[config.mk]
export PLATFORM = sky130hd
export DESIGN_NAME = shared_serpar_buf
export DESIGN_NICKNAME = d
export VERILOG_FILES = /design/src/rtl/shared_serpar_buf.sv
export SDC_FILE = /design/constraint.sdc
export NUM_CORES = 2
export LEC_CHECK = 0
export CORE_AREA = 10 10 691 693
export DETAILED_ROUTE_END_ITERATION = 16
export DIE_AREA = 0 0 701 703
export PLACE_DENSITY = 0.34
export REMOVE_ABC_BUFFERS = 1
export SLEW_MARGIN = 10
export SYNTH_ARGS = -nofsm -noshare
export SYNTH_HDL_FRONTEND = slang
export SYNTH_SLANG_ARGS = --single-unit
export TNS_END_PERCENT = 50
[constraint.sdc]
create_clock -name clk -period 50.4 [get_ports clk]
set_clock_uncertainty 0.05 [all_clocks]
set_input_delay 10.08 -clock clk [delete_from_list [all_inputs] [get_ports clk]]
set_output_delay 10.08 -clock clk [all_outputs]
set_load 0.05 [all_outputs]
[src/rtl/shared_serpar_buf.sv]
// shared_serpar_buf: byte-serial load / parallel capture / byte-serial unload buffer for a shared cipher state
// Ports: clk, rst (async, active-high); in_data/in_valid/in_ready load byte stream;
// out_data/out_valid/out_ready unload byte stream; data_core, cap_st, cap_tk parallel capture;
// start_rd begins unload; clr synchronous abort; bfr parallel contents; full high while loaded.
module shared_serpar_buf #(
    parameter int W_BLK = 128,
    parameter int N_ST  = 2,
    parameter int N_TK  = 5
) (
    input  logic                           clk,
    input  logic                           rst,
    input  logic [7:0]                     in_data,
    input  logic                           in_valid,
    output logic                           in_ready,
    output logic [7:0]                     out_data,
    output logic                           out_valid,
    input  logic                           out_ready,
    input  logic [W_BLK*(N_ST+N_TK)-1:0]   data_core,
    input  logic                           cap_st,
    input  logic                           cap_tk,
    input  logic                           start_rd,
    input  logic                           clr,
    output logic [W_BLK*(N_ST+N_TK)-1:0]   bfr,
    output logic                           full
);
    localparam int TOT       = W_BLK * (N_ST + N_TK);
    localparam int NBYTES    = TOT / 8;
    localparam int OUT_BYTES = N_ST * W_BLK / 8;
    localparam int ST_LO     = N_TK * W_BLK;
    localparam int CW        = $clog2(NBYTES + 1);

    typedef enum logic [1:0] {EMPTY, FULL, UNLOAD} state_t;

    state_t         state, state_n;
    logic [CW-1:0]  cnt, cnt_n;
    logic [TOT-1:0] bfr_n;

    assign in_ready  = state == EMPTY;
    assign out_valid = state == UNLOAD;
    assign full      = state == FULL;
    assign out_data  = bfr[TOT-1 -: 8];

    always_comb begin
        state_n = state;
        cnt_n   = cnt;
        bfr_n   = bfr;
        if (clr) begin
            state_n = EMPTY;
            cnt_n   = '0;
            bfr_n   = '0;
        end else begin
            case (state)
                EMPTY: if (in_valid) begin
                    bfr_n   = {bfr[TOT-9:0], in_data};
                    cnt_n   = cnt == CW'(NBYTES - 1) ? '0 : cnt + CW'(1);
                    state_n = cnt == CW'(NBYTES - 1) ? FULL : EMPTY;
                end
                FULL: begin
                    if (cap_st) bfr_n[TOT-1:ST_LO] = data_core[TOT-1:ST_LO];
                    if (cap_tk) bfr_n[ST_LO-1:0] = data_core[ST_LO-1:0];
                    // a capture in the same cycle suppresses the unload request
                    if (start_rd && !cap_st && !cap_tk) begin
                        state_n = UNLOAD;
                        cnt_n   = '0;
                    end
                end
                UNLOAD: if (out_ready) begin
                    bfr_n   = {bfr[TOT-9:0], 8'h00};
                    cnt_n   = cnt == CW'(OUT_BYTES - 1) ? '0 : cnt + CW'(1);
                    state_n = cnt == CW'(OUT_BYTES - 1) ? EMPTY : UNLOAD;
                end
                default: begin
                    state_n = EMPTY;
                    cnt_n   = '0;
                end
            endcase
        end
    end

    always_ff @(posedge clk or posedge rst) begin
        if (rst) begin
            state <= EMPTY;
            cnt   <= '0;
            bfr   <= '0;
        end else begin
            state <= state_n;
            cnt   <= cnt_n;
            bfr   <= bfr_n;
        end
    end
endmodule

==> metrics.cfg <==
[flow_run]
drv_cap=0

[layout]
finalNetCount=6616
regArea_sq_um=22600
multi_input_comb_area_sq_um=20600
syn_to_final_growth_pct=66.0
fill_cells=51700
layout-drive-gt1-share_pct=10.0

[place]
place_congestion=0.999
pre_cts_ws_ns=34.68
io_buffers=1818
hpwl_um=343000

[floorplan]
coreArea_sq_um=463000
fp.dieArea_sq_um=493000
start_util_pct=9.73
die_h_um=703
num_rows=250
die_w_um=701
io_pins=1819

[route]
dr_wl_met3_um=40500
ant_nets=0
drt-met1-wl_um=145000
drt-total-wl_um=416000
avgViaCountPerCell=3.61
num_vias=43500
wl_met2_um=214000
wire_per_inst_um=34.6
drt_first_pass_iters=7
highest_layer=met5
drtIter0Drc=3364
drc=0

[yosys]
synthCells=4074
synth_cell_type_count=33
synth-seq-cells=905
syn_area_sq_um=45000
synth_area_per_cell_sq_um=11.1
yosys_warnings=0
synth.yosys.seq_area_share_pct=50.3

[clock_network]
clkTransAtPathRegs_ns=0.05
cts_resized=0
cts_made_buffers=143
post_cts_buffers=0
cts_root_buffer=clkbuf_16
cts.sinks=905
clk_latency_ns=0.86
cts_tree=yes
holdBufCountCts=0
cts_max_level=4
clk_path_buf_depth=4

[sta]
worst_pin_slew_ns=1.27
slew_viol_final=0
hold_viol_final=0
finalCritPeriodShare_pct=29.2
setup-tns-final_ns=0
timing.fmax_mhz=67.9
worst_hold_slack_ns=0.458
setup_violations=0
timing.final.ws_setup_ns=35.68
rsz0062_at_grt=no
relSlewSlack_pct=15.3
fin_crit_ns=14.72

[power]
p_per_area_nw_per_um2=26.2
peakVddDrop_mv=0.0204
p_leak_nw=30.2

[global_routing]
grt_pass1_vias=44500
grt_overflow=0
antenna_found_initial=314
grt_max_degree=163
track_usage_pct=16.0
grt_pass1_wl_um=521000

[worst_hold_path]
hp-start=bfr[256]
hold_end=bfr[256]
hold_path_depth=1
min_path_type=reg2reg

[critical_path]
timing.rr.end=bfr[98]
end_kind=flip-flop
start_kind=input port
ff2ff_path_depth=12
reg2reg_slack_ns=44.35
regToRegStartpoint=state[0]
critical_path_required_ns=51.02
cpMostUsedCell=buf_4
worst-path-stages=10
critPathKind=in2reg
path_delay_family=buffers and inverters
cpMaxStageDelayCell=buf_4
crit_chain=clkdlybuf4s50_1 > o22a_1 > a21oi_4 > nor2_4 > buf_4 > buf_4 > buf_4 > buf_4 > buf_4 > mux2_1
cp_max_fo=52
cp.arrival_ns=15.34
cpPeakStageDelay_ns=0.72
crit_buf_inv=6

[outcome]
run_status=finished clean

## worst max-delay path by stage
stage	from	end	slack, ns
2_1_floorplan	rst	bfr[0]	14.83
3_3_place_gp	in_valid	bfr[349]	34.74
3_5_place_dp	in_valid	bfr[108]	34.68
4_1_cts	in_valid	bfr[108]	35.58
5_1_grt	rst	bfr[44]	35.32
6_report	in_valid	bfr[98]	35.68
## final cells by class
type	count	share of cell area [%]
sequential	905	30.3
multi-input combinational	2756	27.6
timing repair buffer	1889	25.2
tap	6174	10.3
clock buffer	210	5.60
clock inverter	35	0.740
antenna	68	0.228
inverter	5	0.0352
## cell families (layout without fill, tap and decap cells)
| logic type | after synthesis | in the layout | share of synthesized area (%) |
|---|---|---|---|
| buffers and inverters | 413 | 2139 | 3.98 |
| and+or+nand+nor | 926 | 926 | 7.85 |
| other | 0 | 68 | 0 |
| AOI/OAI and AO/OA | 937 | 937 | 15.5 |
| adders and majority gates | 4 | 4 | 0.111 |
| DFF | 905 | 905 | 50.3 |
| muxes | 889 | 889 | 22.2 |
## synthesized netlist by cell type
master | instances | area (sq um)
nand3_1 | 2 | 10.0
a22o_1 | 5 | 43.8
or3_1 | 5 | 31.3
a22oi_1 | 888 | 6670
dfrtp_1 | 905 | 22600
nor2b_1 | 8 | 50.1
mux2_1 | 600 | 6760
o21ai_0 | 16 | 80.1
a31o_2 | 1 | 8.76
ha_1 | 4 | 50.1
and2_1 | 1 | 6.26
inv_1 | 5 | 18.8
buf_2 | 133 | 666
clkbuf_1 | 223 | 837
a21oi_4 | 1 | 16.3
o41ai_1 | 9 | 78.8
nor3_1 | 1 | 5.00
buf_1 | 32 | 120
a211oi_1 | 1 | 7.51
nor3b_1 | 1 | 7.51
o22ai_1 | 1 | 6.26
a21o_1 | 1 | 7.51
mux2_2 | 288 | 3240
nand2_1 | 8 | 30.0
a21oi_1 | 11 | 55.1
nor2_2 | 1 | 6.26
mux2i_1 | 1 | 10.0
o31ai_1 | 2 | 15.0
o22a_1 | 1 | 8.76
nand2b_1 | 4 | 25.0
and3_1 | 1 | 6.26
nor2_1 | 894 | 3360
buf_4 | 20 | 150
## cells in the final DEF, fill, tap and decap left out, types with 7 or more instances in the layout
cell | Yosys | layout
clkbuf_1 | 223 | 34
a22oi_1 | 888 | 888
nand2_1 | 8 | 7
nor2_1 | 894 | 893
clkinv_2 | 0 | 10
bufinv_16 | 0 | 11
clkdlybuf4s50_1 | 0 | 1814
clkbuf_16 | 0 | 145
a21oi_1 | 11 | 11
clkbuf_8 | 0 | 31
nor2b_1 | 8 | 8
diode_2 | 0 | 68
buf_12 | 0 | 8
dfrtp_1 | 905 | 905
mux2_2 | 288 | 288
buf_4 | 20 | 66
mux2_1 | 600 | 600
o41ai_1 | 9 | 9
o21ai_0 | 16 | 16
## state kept, by name (all words and copies together), names as in the netlist
signal and cells:
bfr 896, cnt 7, state 2
## power breakdown
part	internal [mW]	switching [mW]
Sequential	0.729	0.00294
Combinational	0.0796	0.0886
Clock	0.631	0.425
Total	1.44	0.517
## layer usage
metal / vias up / global-route usage, %
met1: 22400 / 16.4
met3: 802 / 6.77
met2: 2017 / 29.2
li1: 18200 / -
met5: - / 0
met4: 76 / 5.61
## through the flow
stage	area (sq um)	instances	power (mW)	utilization [%]
2_1_floorplan	43300	3666	0.798	-
3_3_place_gp	69800	11700	0.917	15.1
4_1_cts	74600	12000	2.01	16.1
3_5_place_dp	69800	11700	0.917	15.1
6_report	74700	12000	1.96	16.1
5_1_grt	74700	12000	2.03	16.1
## worst reg2reg max path, delay by kind of cell, from the launching register on
family,cells,cell delay [ns]
AO/OA/AOI/OAI,2,0.62
adder cells (fa/ha/maj),1,0.28
flip-flops,1,0.37
buffers and inverters,7,3.87
multiplexers,1,0.43
AND/OR/NAND/NOR,1,0.24
No activity file was read; power rests on OpenSTA's default activity.
